==> src/rtl/seg7_capture_pkg.sv <==
// Shared seven-segment definitions: active-low segment codes (bit0 = a .. bit6 = g)
// and the capture FSM state encoding.
package seg7_capture_pkg;

  localparam logic [6:0] SEG_0     = 7'b1000000;
  localparam logic [6:0] SEG_1     = 7'b1111001;
  localparam logic [6:0] SEG_2     = 7'b0100100;
  localparam logic [6:0] SEG_3     = 7'b0110000;
  localparam logic [6:0] SEG_4     = 7'b0011001;
  localparam logic [6:0] SEG_5     = 7'b0010010;
  localparam logic [6:0] SEG_6     = 7'b0000010;
  localparam logic [6:0] SEG_7     = 7'b1111000;
  localparam logic [6:0] SEG_8     = 7'b0000000;
  localparam logic [6:0] SEG_9     = 7'b0010000;
  localparam logic [6:0] SEG_A     = 7'b0001000;
  localparam logic [6:0] SEG_B     = 7'b0000011;
  localparam logic [6:0] SEG_C     = 7'b1000110;
  localparam logic [6:0] SEG_D     = 7'b0100001;
  localparam logic [6:0] SEG_E     = 7'b0000110;
  localparam logic [6:0] SEG_F     = 7'b0001110;
  localparam logic [6:0] SEG_BLANK = 7'h7F;

  typedef enum logic [1:0] {
    IDLE,
    SETTLE,
    DONE
  } state_e;

endpackage

==> src/rtl/seg7_to_hex.sv <==
// Combinational seven-segment to hex decoder; any code outside the table
// deasserts valid_o.
module seg7_to_hex
  import seg7_capture_pkg::*;
(
  input  logic [6:0] seg_n_i,
  output logic       valid_o,
  output logic [3:0] nibble_o
);

  always_comb begin
    valid_o  = 1'b1;
    nibble_o = 4'h0;
    case (seg_n_i)
      SEG_0:   nibble_o = 4'h0;
      SEG_1:   nibble_o = 4'h1;
      SEG_2:   nibble_o = 4'h2;
      SEG_3:   nibble_o = 4'h3;
      SEG_4:   nibble_o = 4'h4;
      SEG_5:   nibble_o = 4'h5;
      SEG_6:   nibble_o = 4'h6;
      SEG_7:   nibble_o = 4'h7;
      SEG_8:   nibble_o = 4'h8;
      SEG_9:   nibble_o = 4'h9;
      SEG_A:   nibble_o = 4'hA;
      SEG_B:   nibble_o = 4'hB;
      SEG_C:   nibble_o = 4'hC;
      SEG_D:   nibble_o = 4'hD;
      SEG_E:   nibble_o = 4'hE;
      SEG_F:   nibble_o = 4'hF;
      default: valid_o  = 1'b0;
    endcase
  end

endmodule

==> src/rtl/seg7_capture.sv <==
// Captures the multiplexed 7-segment bus back into a hex display word.
// Optional saturating error counter enabled by SEG7_CAPTURE_ERRCNT_EN.
module seg7_capture
  import seg7_capture_pkg::*;
#(
  parameter int NDIGITS    = 4,
  parameter int STABLE_CYC = 16
) (
  input  logic                   clk,
  input  logic                   reset_n,
  input  logic [6:0]             seg_n,
  input  logic [NDIGITS-1:0]     digit_sel_n,
  output logic [4*NDIGITS-1:0]   value,
  output logic                   frame_valid,
  output logic                   digit_err
`ifdef SEG7_CAPTURE_ERRCNT_EN
  ,
  output logic [7:0]             err_count
`endif
);

  localparam int CW = $clog2(STABLE_CYC + 1);
  localparam int IW = (NDIGITS > 1) ? $clog2(NDIGITS) : 1;

  logic [6:0]                seg_s1_q, seg_s2_q, prev_seg_q;
  logic [NDIGITS-1:0]        sel_s1_q, sel_s2_q, prev_sel_q;
  state_e                    state_q, state_d;
  logic [CW-1:0]             cnt_q, cnt_d;
  logic [NDIGITS-1:0][3:0]   shadow_q, shadow_d, value_q, value_d;
  logic [NDIGITS-1:0]        mask_q, mask_d;
  logic                      frame_valid_q, frame_valid_d;
  logic                      digit_err_q, digit_err_d;
  logic                      sample_changed, sel_onehot, capture;
  logic                      dec_valid;
  logic [3:0]                dec_nibble;
  logic [IW-1:0]             dig_idx;

  // Synchronizers and previous-sample register idle at "blank, nothing selected".
  always_ff @(posedge clk or negedge reset_n) begin
    if (!reset_n) begin
      seg_s1_q   <= SEG_BLANK;
      seg_s2_q   <= SEG_BLANK;
      prev_seg_q <= SEG_BLANK;
      sel_s1_q   <= '1;
      sel_s2_q   <= '1;
      prev_sel_q <= '1;
    end else begin
      seg_s1_q   <= seg_n;
      seg_s2_q   <= seg_s1_q;
      prev_seg_q <= seg_s2_q;
      sel_s1_q   <= digit_sel_n;
      sel_s2_q   <= sel_s1_q;
      prev_sel_q <= sel_s2_q;
    end
  end

  assign sample_changed = (seg_s2_q != prev_seg_q) || (sel_s2_q != prev_sel_q);
  assign sel_onehot     = $onehot(~sel_s2_q);

  always_comb begin
    dig_idx = '0;
    for (int i = 0; i < NDIGITS; i++) begin
      if (!sel_s2_q[i]) dig_idx = IW'(i);
    end
  end

  seg7_to_hex u_dec (
    .seg_n_i  (seg_s2_q),
    .valid_o  (dec_valid),
    .nibble_o (dec_nibble)
  );

  // Capture fires on the SETTLE->DONE transition only, so a held digit is taken once.
  always_comb begin
    state_d = state_q;
    cnt_d   = cnt_q;
    capture = 1'b0;
    case (state_q)
      IDLE: begin
        if (sel_onehot) begin
          state_d = SETTLE;
          cnt_d   = CW'(1);
        end
      end
      SETTLE: begin
        if (sample_changed) begin
          if (sel_onehot) begin
            cnt_d = CW'(1);
          end else begin
            state_d = IDLE;
            cnt_d   = '0;
          end
        end else begin
          if (cnt_q < CW'(STABLE_CYC)) cnt_d = cnt_q + CW'(1);
          if (cnt_d == CW'(STABLE_CYC)) begin
            state_d = DONE;
            capture = 1'b1;
          end
        end
      end
      DONE: begin
        if (sample_changed) begin
          if (sel_onehot) begin
            state_d = SETTLE;
            cnt_d   = CW'(1);
          end else begin
            state_d = IDLE;
            cnt_d   = '0;
          end
        end
      end
      default: begin
        state_d = IDLE;
        cnt_d   = '0;
      end
    endcase
  end

  // Frame completion clears the mask first so a same-cycle capture keeps its bit.
  always_comb begin
    shadow_d      = shadow_q;
    mask_d        = mask_q;
    value_d       = value_q;
    frame_valid_d = 1'b0;
    digit_err_d   = 1'b0;
    if (&mask_q) begin
      value_d       = shadow_q;
      frame_valid_d = 1'b1;
      mask_d        = '0;
    end
    if (capture) begin
      if (dec_valid) begin
        shadow_d[dig_idx] = dec_nibble;
        mask_d[dig_idx]   = 1'b1;
      end else begin
        digit_err_d     = 1'b1;
        mask_d[dig_idx] = 1'b0;
      end
    end
  end

  always_ff @(posedge clk or negedge reset_n) begin
    if (!reset_n) begin
      state_q       <= IDLE;
      cnt_q         <= '0;
      shadow_q      <= '0;
      mask_q        <= '0;
      value_q       <= '0;
      frame_valid_q <= 1'b0;
      digit_err_q   <= 1'b0;
    end else begin
      state_q       <= state_d;
      cnt_q         <= cnt_d;
      shadow_q      <= shadow_d;
      mask_q        <= mask_d;
      value_q       <= value_d;
      frame_valid_q <= frame_valid_d;
      digit_err_q   <= digit_err_d;
    end
  end

  assign value       = value_q;
  assign frame_valid = frame_valid_q;
  assign digit_err   = digit_err_q;

`ifdef SEG7_CAPTURE_ERRCNT_EN
  logic [7:0] err_cnt_q, err_cnt_d;

  always_comb begin
    err_cnt_d = err_cnt_q;
    if (digit_err_q && (err_cnt_q != 8'hFF)) err_cnt_d = err_cnt_q + 8'd1;
  end

  always_ff @(posedge clk or negedge reset_n) begin
    if (!reset_n) err_cnt_q <= '0;
    else          err_cnt_q <= err_cnt_d;
  end

  assign err_count = err_cnt_q;
`endif

endmodule

==> config.mk <==
export PLATFORM = sky130hd
export DESIGN_NAME = seg7_capture
export DESIGN_NICKNAME = d
export VERILOG_FILES = /design/src/rtl/seg7_capture_pkg.sv /design/src/rtl/seg7_to_hex.sv /design/src/rtl/seg7_capture.sv
export SDC_FILE = /design/constraint.sdc
export NUM_CORES = 1
export LEC_CHECK = 0
export CAP_MARGIN = 25
export CELL_PAD_IN_SITES_DETAIL_PLACEMENT = 1
export CELL_PAD_IN_SITES_GLOBAL_PLACEMENT = 2
export CORE_UTILIZATION = 38
export CTS_BUF_LIST = sky130_fd_sc_hd__clkbuf_16
export CTS_CLUSTER_DIAMETER = 80
export CTS_CLUSTER_SIZE = 30
export DETAILED_ROUTE_END_ITERATION = 12
export GPL_TIMING_DRIVEN = 0
export PLACE_DENSITY = 0.8
export SYNTH_ARGS = -nofsm -noshare
export SYNTH_HDL_FRONTEND = slang
export SYNTH_HIERARCHICAL = 1
export SYNTH_SLANG_ARGS = --single-unit
==> constraint.sdc <==
create_clock -name clk -period 2.9 [get_ports clk]
set_input_delay 0.58 -clock clk [delete_from_list [all_inputs] [get_ports clk]]
set_output_delay 0.58 -clock clk [all_outputs]
set_load 0.05 [all_outputs]
==> results.yml, run 1 <==
worst_setup_path:
  endpoint_kind: "register"
  worstPathMaxFanout: 10
  worst-path-buf-inv: 3
  cp_common_cell: "buf_4"
  critical-path-top-delay-family: "simple AND/OR/NAND/NOR gates"
  slowest_delay_ns: 0.56
  worstReg2RegStart: "seg_s2_q[2]"
  crit_slowest_cell: "dfstp_2"
  crit_path_end: "shadow_q[3]"
  worstPathArrival_ns: 2.99
  cp-startpoint: "seg_s2_q[2]"
  critPathRequiredTime_ns: 3.13
  r2r_cells: 11
  path_cells: "buf_2 > nor4bb_2 > o21ai_1 > o31ai_1 > a31oi_1 > o211ai_1 > buf_4 > nand2_1 > nor4b_4 > buf_4 > mux2_2"
  reg2reg_to: "shadow_q[3]"
  rrSetupSlack_ns: 0.14
  cp.depth: 11
  crit_type: "register to register"
  start_kind: "register"
run:
  maxCapViolCount: 0
timing:
  maxSlewHeadroom: 0.581
  slew_viol_final: 0
  finalCriticalPeriod_ns: 2.76
  min_period_over_period: 0.953
  worstMarginPinSlew_ns: 0.621
  finClkSkew_ns: 0.0123
  setup-violations-final: 0
  finalHoldViolCount: 0
  fmaxAchievable_mhz: 362
grt:
  grt_pass1_vias: 2317
  grt_max_degree: 65
  grtUsageTotal: 0.176
  antenna_found_initial: 0
  grt_pass1_wl_mm: 12.0
  grt.overflow.total: 0
power:
  p_clk_frac: 0.456
  finalPower_mw: 2.47
  power_frac_seq: 0.475
  switchingPower_mw: 0.611
  p_int_mw: 1.86
  p_per_area_nw_per_um2: 591
  vdd_drop_max_mv: 0.362
  combPwrFrac: 0.069
  swShare: 0.248
  p_leak_nw: 1.85
floorplanning:
  dieHeight_um: 96.4
  fp.coreArea_sq_um: 8680
  fp.dieW_um: 96.4
  ios: 31
  die-area_sq_um: 9280
  start_util: 0.390
  std_cell_rows: 34
synthesis:
  synth_xor_area_frac: 0.0285
  synth_top_area_cell: "dfrtp_1"
  synthAdderAreaFrac: 0.0200
  synth_mux_area_frac: 0.0621
  yosysWarnings: 6
  yosys.area_share.simple: 0.197
  synth_compound_area_frac: 0.0647
  syn_nets: 311
  synth_edf_count: 0
  synth_cell_types: 51
  ys_ff_latch: 78
  yosysMostFrequentCell: "nand2_1"
  synthTopCellsByArea: "dfrtp_1 (33%), dfstp_2 (26%), nand2_1 (6.7%)"
  synth_cells: 294
  syn_avg_cell_area_sq_um: 11.5
  synth_top_family_by_area: "simple AND/OR/NAND/NOR gates"
  syn_area_sq_um: 3380
  synth_top_area_share: 0.333
  netlist_top_cells_count: "nand2_1 (60), dfrtp_1 (45), dfstp_2 (33), mux2_2 (16), xnor2_1 (11)"
  yosys_most_used_dff: "dfrtp_1"
  yosysSeqAreaShare: 0.589
  synth-async-reset-ratio: 1.00
layout:
  area.growth.synth_to_final_pct: 23.5
  finalNetCount: 356
  finalNonFillerCells: 452
  drive_gt1_frac: 0.276
  stdcell_area_sq_um: 4180
  antenna_cells: 0
drt:
  dr.pass1.iters: 4
  drt_iter0_drc: 77
  post_drt_wl_per_cell_um: 15.9
  postRouteAntennaNets: 0
  via_per_inst: 5.09
  routed_wl_mm: 7.20
  dr_total_vias: 2301
  drc_errors: 0
clock_network:
  htree_levels: 3
  cts_buffers: 9
  cts_tree: "done"
  clockBufferDepth: 2
  cts_sinks: 78
  clkTransAtPathRegs_ns: 0.07
  clk_latency_ns: 0.34
  cts_root_buf: "clkbuf_16"
placement:
  dp_hpwl_mm: 5.00
  place_inst: 433
  portBuffers: 30
  globalplace.congestion: 0.828
  placed_cell_area_sq_um: 3840
run_status:
  outcome: "complete, no violations"
hold_path:
  hp-class: "input pin to asynchronous set/reset pin"
[through the flow]
step            util  setup TNS, ns  setup WS [ns]  hold WS [ns]
6_report       0.481              0          0.137        0.0936
5_1_grt        0.481        -0.0183       -0.00997         0.102
4_1_cts        0.478              0         0.0182        0.0984
3_5_place_dp   0.443              0         0.0669         0.348
3_3_place_gp   0.440         -80.30          -1.41         0.346
2_1_floorplan      -              0          0.420         0.284
[worst min path at each step]
stage                      from     endpoint  cells past startpoint
detailed placement  sel_s1_q[0]  sel_s2_q[0]                      0
floorplan               reset_n     cnt_q[0]                      0
finish                  reset_n  frame_valid                      1
global placement    seg_s1_q[5]  seg_s2_q[5]                      0
CTS                     reset_n     value[6]                      1
global route            reset_n     value[6]                      1
[layout by cell type (no fill, tap or decap), types with 3 or more instances in the layout]
master           netlist  final
clkbuf_16              0     10
nand3_1                5      4
or3_1                  5      5
ha_1                   3      3
inv_1                  7      6
dfstp_2               33     33
mux2_2                16     16
buf_4                  4      8
o21ai_1                3      3
nand2b_1               4      4
o21ai_0                8      8
xnor2_1               11     11
nor3_1                 5      5
a31o_2                 3      3
a31oi_1                4      4
nor4_1                 3      3
nand4_1                8      8
mux2i_1                3      3
and3_1                 3      3
nor2_1                10     10
nor2b_1                4      4
clkdlybuf4s50_1        0     29
a21oi_1                8      8
dfrtp_1               45     45
buf_6                  3      3
nand2_1               60     60
[per-layer routing]
| metal | up-vias | routed length [um] | track usage |
|---|---|---|---|
| li1 | 1101 | - | - |
| met1 | 1154 | 3400 | 0.239 |
| met2 | 37 | 3490 | 0.268 |
| met3 | 9 | 202 | 0.0450 |
| met4 | 0 | 107 | 0.0662 |
| met5 | - | 0 | 0 |
[final cells by class]
type                            count  area (sq um)
Buffer                             13          98.8
Clock buffer                       10           250
Clock inverter                      6          50.0
Timing Repair Buffer               34           348
Inverter                            8          30.0
Tap cell                          108           135
Multi-Input combinational cell    195          1270
Fill cell                         963          4500
Sequential cell                    78          1990
[power by group through the flow]
stage	Combinational, mW	Sequential, mW	Clock [mW]
floorplan	0.100	1.18	0
finish	0.170	1.17	1.13
global route	0.192	1.18	1.20
CTS	0.171	1.17	1.16
global placement	0.158	1.19	0
detailed placement	0.170	1.19	0
[cells by family (layout without fill, tap and decap cells)]
kind of cell	Yosys count	in the layout
simple gates	125	125
flops	78	78
compound gates	35	35
buf+inv	21	71
mux	19	19
xor+xnor	11	11
fa+ha+maj	5	5
[what timing repair did]
action	CTS	global route
endpoints found under the hold margin	0	0
endpoints found under the setup margin	2	12
hold buffers	0	0
pin swaps	0	3
buffers inserted	0	3
resized for setup	1	3
[state kept, by name, summed over array words and instances, names as in the netlist, 5 cells and up]
register / count
cnt_q: 5
prev_seg_q: 7
seg_s1_q: 7
seg_s2_q: 7
shadow_q: 16
value: 16
Power figures use the tool's default switching activity.
==> run 2: changes to the inputs <==
--- a/config.mk
+++ b/config.mk
@@ -10,12 +10,11 @@
 export CELL_PAD_IN_SITES_GLOBAL_PLACEMENT = 2
 export CORE_UTILIZATION = 38
 export CTS_BUF_LIST = sky130_fd_sc_hd__clkbuf_16
-export CTS_CLUSTER_DIAMETER = 80
+export CTS_CLUSTER_DIAMETER = 100
 export CTS_CLUSTER_SIZE = 30
 export DETAILED_ROUTE_END_ITERATION = 12
 export GPL_TIMING_DRIVEN = 0
 export PLACE_DENSITY = 0.8
 export SYNTH_ARGS = -nofsm -noshare
 export SYNTH_HDL_FRONTEND = slang
-export SYNTH_HIERARCHICAL = 1
 export SYNTH_SLANG_ARGS = --single-unit
==> run 2 against run 1 <==
  * Worst hold slack better by 0.096 ns
  * Clock skew down 0.0070 ns
  * Global-route usage shrank 0.53 points
  * First-iteration DRC count is 31% lower
  * Critical path type unchanged
  * Critical endpoint is now shadow_q[12]
  * Largest power group unchanged
  * Highest routed layer unchanged
==> results.yml, run 2 <==
drt:
  routed_wl_mm: 6.91
  dr.pass1.iters: 4
  post_drt_wl_per_cell_um: 15.5
  postRouteAntennaNets: 0
  dr_total_vias: 2258
  drc_errors: 0
  via_per_inst: 5.05
  drt_iter0_drc: 53
synthesis:
  yosys_most_used_dff: "dfrtp_1"
  ys_ff_latch: 78
  yosysMostFrequentCell: "nand2_1"
  synth_edf_count: 0
  netlist_top_cells_count: "nand2_1 (65), dfrtp_1 (45), dfstp_2 (33), mux2_2 (12)"
  syn_avg_cell_area_sq_um: 11.6
  yosysWarnings: 0
  synth_cells: 292
  synthTopCellsByArea: "dfrtp_1 (33%), dfstp_2 (26%), nand2_1 (7.2%)"
  yosysSeqAreaShare: 0.590
  syn_area_sq_um: 3380
  syn_nets: 309
  synth_top_area_share: 0.333
  synth_cell_types: 58
  synth_top_area_cell: "dfrtp_1"
  synth-async-reset-ratio: 1.00
floorplanning:
  dieHeight_um: 96.3
  std_cell_rows: 34
  fp.dieW_um: 96.3
  die-area_sq_um: 9280
  ios: 31
  fp.coreArea_sq_um: 8680
  start_util: 0.390
timing:
  setup-violations-final: 0
  slew_viol_final: 0
  fmaxAchievable_mhz: 376
  finalCriticalPeriod_ns: 2.66
  maxSlewHeadroom: 0.407
  min_period_over_period: 0.918
  worst_slack_ns: 0.239
  grt_setup_unrepaired: "no"
  fin_hold_ws_ns: 0.190
  worstMarginPinSlew_ns: 0.879
  finalHoldViolCount: 0
  finClkSkew_ns: 0.00536
worst_setup_path:
  r2r_cells: 8
  worstPathArrival_ns: 2.87
  worstReg2RegStart: "seg_s2_q[3]"
  reg2reg_to: "shadow_q[12]"
  critPathRequiredTime_ns: 3.11
  worstPathMaxFanout: 10
  rrSetupSlack_ns: 0.24
  start_kind: "register"
  crit_type: "register to register"
  endpoint_kind: "register"
grt:
  antenna_found_initial: 0
  grt_pass1_vias: 2371
  grt.overflow.total: 0
  grtUsageMet3: 0.0466
  grt_max_degree: 46
  busiest_layer: "met2"
  grtUsageMet1: 0.224
  grt_util_met2: 0.268
  grt_pass1_wl_mm: 11.7
  grtUsageTotal: 0.170
clock_network:
  clk_latency_ns: 0.33
  cts_root_buf: "clkbuf_16"
  htree_levels: 3
  cts_sinks: 78
  cts_tree: "done"
  clkTransAtPathRegs_ns: 0.06
  hold_buffers: 0
  cts_buffers: 9
  clockBufferDepth: 2
hold_path:
  hp-class: "input pin to asynchronous set/reset pin"
power:
  finalPower_mw: 2.39
  p_per_area_nw_per_um2: 577
  p_leak_nw: 1.89
  vdd_drop_max_mv: 0.259
layout:
  area.growth.synth_to_final_pct: 22.7
  finalNonFillerCells: 447
  antenna_cells: 0
  final_common_cell: "nand2_1"
  finalNetCount: 351
  fill_cells: 960
  final_cell_mix: "nand2_1 (65), dfrtp_1 (45), dfstp_2 (33), clkdlybuf4s50_1 (29), mux2_2 (12)"
  drive_gt1_frac: 0.260
placement:
  place_inst: 431
  place_worst_setup_slack_ns: -0.0217
  dp_hpwl_mm: 4.75
  portBuffers: 30
  globalplace.congestion: 0.803
run_status:
  outcome: "complete, no violations"
run:
  maxCapViolCount: 0
-- run 2: metrics by stage --
stage | util | instance area, sq um | TNS, ns
after floorplan | - | 3380 | 0
after global placement | 0.440 | 3820 | -81.40
after detailed placement | 0.443 | 3840 | -0.0799
after CTS | 0.474 | 4120 | -0.433
after global routing | 0.478 | 4150 | 0
final | 0.478 | 4150 | 0
-- run 2: critical path: stages (launching register included) --
cell and delay, ns:
dfstp_2 0.54, buf_2 0.23, nor2_2 0.09, and4b_1 0.22
nand3b_1 0.22, nor4_4 0.55, or4b_1 0.20, buf_2 0.18
mux2_4 0.31
-- run 2: worst max path at each step --
stage           startpoint           end  slack [ns]  depth (start not counted)
6_report       seg_s2_q[3]  shadow_q[12]        0.24                          8
5_1_grt        seg_s2_q[3]  shadow_q[13]        0.09                          8
4_1_cts        seg_s2_q[1]   shadow_q[6]       -0.07                          7
3_5_place_dp   seg_s2_q[1]   shadow_q[6]       -0.02                          7
3_3_place_gp       reset_n      value[1]       -1.42                          1
2_1_floorplan  sel_s2_q[1]      cnt_q[4]        0.47                          8
-- run 2: layer usage --
layer,vias up,wire length (um)
met5,-,0
met4,0,124
met3,11,185
met2,32,3280
met1,1126,3320
li1,1089,-
-- run 2: power breakdown --
part | internal [mW] | leakage, nW | switching [mW]
registers | 1.14 | 0.972 | 0.0319
clock network | 0.618 | 0.142 | 0.422
logic | 0.0770 | 0.779 | 0.105
-- run 2: cells by family after synthesis --
group | share of synthesized area
flip-flops | 0.590
buffers and inverters | 0.0289
multiplexers | 0.0577
AO/OA/AOI/OAI | 0.0711
XOR/XNOR | 0.0385
adder cells (fa/ha/maj) | 0.0200
AND/OR/NAND/NOR | 0.194
-- run 2: layout make-up --
class	count	area (sq um)	area share
buffer	13	67.6	0.0163
clock buffer	10	250	0.0603
clock inverter	6	26.3	0.00633
inverter	7	26.3	0.00633
multi-input combinational	193	1320	0.318
sequential	78	1990	0.480
tap	108	135	0.0326
timing repair buffer	32	333	0.0802
-- run 2: what timing repair did --
action	CTS	global route
setup buffers	0	1
gates resized for setup	0	4
pin swaps	0	1
setup endpoints to repair	8	17
==> run 3: changes to the inputs <==
--- a/config.mk
+++ b/config.mk
@@ -8,11 +8,13 @@
 export CAP_MARGIN = 25
 export CELL_PAD_IN_SITES_DETAIL_PLACEMENT = 1
 export CELL_PAD_IN_SITES_GLOBAL_PLACEMENT = 2
+export CORE_MARGIN = 8
 export CORE_UTILIZATION = 38
 export CTS_BUF_LIST = sky130_fd_sc_hd__clkbuf_16
 export CTS_CLUSTER_DIAMETER = 100
 export CTS_CLUSTER_SIZE = 30
 export DETAILED_ROUTE_END_ITERATION = 12
+export GPL_ROUTABILITY_DRIVEN = 0
 export GPL_TIMING_DRIVEN = 0
 export PLACE_DENSITY = 0.8
 export SYNTH_ARGS = -nofsm -noshare
==> run 3 against run 2 <==
  * Worst setup slack got worse by 0.078 ns
  * Combinational power barely moved
  * Global-route usage shrank 4.4 points
  * Final area up 2.2%
  * Clock power rose by 24%
  * Largest power group is now clock
  * Highest routed layer unchanged
==> results.yml, run 3 (synthesized netlist as in run 2, its figures left out) <==
drt:
  post_drt_wl_per_cell_um: 15.7
  drt_iter0_drc: 70
  dr_total_vias: 2294
  dr.pass1.iters: 4
  routed_wl_mm: 7.06
  drc_errors: 0
  via_per_inst: 5.10
  postRouteAntennaNets: 0
placement:
  dp_hpwl_mm: 5.05
  portBuffers: 30
  placed_cell_area_sq_um: 3840
timing:
  finalCriticalPeriod_ns: 2.74
  slew_viol_final: 0
  finalHoldViolCount: 0
  finClkSkew_ns: 0.00891
  worstMarginPinSlew_ns: 0.948
  grt_setup_unrepaired: "no"
  min_period_over_period: 0.945
  fin_hold_ws_ns: 0.192
  maxSlewHeadroom: 0.359
  setup-violations-final: 0
  fmaxAchievable_mhz: 365
grt:
  busiest_layer: "met2"
  grt_pass1_vias: 2416
  antenna_found_initial: 0
  grt_max_degree: 46
  grtUsageTotal: 0.126
  grt_util_met2: 0.206
  grt_pass1_wl_mm: 12.0
  grtUsageMet3: 0.0331
  grt.overflow.total: 0
  grtUsageMet1: 0.162
clock_network:
  cts_sinks: 78
  clockBufferDepth: 2
  clk_latency_ns: 0.33
  htree_levels: 3
  cts_tree: "done"
  cts_root_buf: "clkbuf_16"
  clkTransAtPathRegs_ns: 0.06
  cts_buffers: 9
layout:
  final_common_cell: "nand2_1"
  area.growth.synth_to_final_pct: 25.4
  finalNetCount: 354
  final_cell_mix: "nand2_1 (65), dfrtp_1 (45), dfstp_2 (33), clkdlybuf4s50_1 (29), mux2_2 (12)"
  stdcell_area_sq_um: 4240
  antenna_cells: 0
  drive_gt1_frac: 0.272
  final_util: 0.488
worst_setup_path:
  worstPathArrival_ns: 2.95
  crit_type: "register to register"
  endpoint_kind: "register"
  reg2reg_to: "shadow_q[13]"
  critPathRequiredTime_ns: 3.11
  start_kind: "register"
  worstPathMaxFanout: 7
  worstReg2RegStart: "seg_s2_q[1]"
  rrSetupSlack_ns: 0.16
  r2r_cells: 8
power:
  p_leak_nw: 1.93
  p_per_area_nw_per_um2: 624
  vdd_drop_max_mv: 0.281
floorplanning:
  start_util: 0.390
  dieHeight_um: 110
  ios: 31
  fp.coreArea_sq_um: 8680
  die-area_sq_um: 12200
  fp.dieW_um: 110
  std_cell_rows: 34
hold_path:
  hp-class: "input pin to asynchronous set/reset pin"
run_status:
  outcome: "complete, no violations"
run:
  maxCapViolCount: 0
-- run 3: cell count changes in the layout (fill, tap and decap cells not counted), sizes merged --
cell,change
buf,+2
bufinv,+3
clkinv,-2
-- run 3: final cells by class --
class | instances | area [sq um]
multi-input cells | 193 | 1320
flip-flops and latches | 78 | 1990
fillers | 941 | 4440
plain buffers | 14 | 71.3
inverters | 7 | 26.3
clock buffers | 9 | 225
repair buffers | 34 | 348
clock inverters | 7 | 123
well taps | 108 | 135
-- run 3: timing repair --
action | 4_1_cts | 5_1_grt
resized for setup | 0 | 4
setup endpoints to repair | 8 | 16
pin swaps | 0 | 2
buffers inserted | 0 | 3
hold buffers | 0 | 0
-- run 3: per-stage QoR --
stage	setup WS, ns	TNS (ns)	std cells	power (mW)
after detailed placement	-0.0332	-0.121	431	1.37
after global placement	-1.43	-81.97	430	1.36
final	0.161	0	450	2.64
after global routing	0.0393	0	450	2.75
after floorplan	0.471	0	292	1.29
after CTS	-0.0609	-0.304	447	2.69
-- run 3: power breakdown --
| group | total (mW) | leakage, nW | switching (mW) | internal (mW) |
|---|---|---|---|---|
| Sequential | 1.17 | 0.972 | 0.0297 | 1.14 |
| Combinational | 0.182 | 0.788 | 0.103 | 0.0783 |
| Clock | 1.29 | 0.173 | 0.447 | 0.847 |
| Total | 2.64 | 1.93 | 0.580 | 2.06 |
-- run 3: how the worst max path moves through the flow --
| stage | to | slack [ns] | startpoint |
|---|---|---|---|
| 2_1_floorplan | cnt_q[4] | 0.47 | sel_s2_q[1] |
| 3_3_place_gp | value[3] | -1.43 | reset_n |
| 3_5_place_dp | shadow_q[6] | -0.03 | seg_s2_q[1] |
| 4_1_cts | shadow_q[5] | -0.06 | seg_s2_q[1] |
| 5_1_grt | shadow_q[7] | 0.04 | seg_s2_q[1] |
| 6_report | shadow_q[13] | 0.16 | seg_s2_q[1] |
-- run 3: critical path, cell delays in order, from the launching register on --
cell and delay [ns]:
dfstp_2 0.53, clkbuf_1 0.28, xnor2_1 0.22, nand3_1 0.19, nor3_2 0.32, nand2_1 0.11, or4b_1 0.47, buf_2 0.19
mux2_4 0.31
-- run 3: per-layer routing --
metal	wire, um	vias to the layer above
li1	-	1098
met1	3260	1165
met2	3530	25
met3	210	6
met4	59	0
met5	0	-
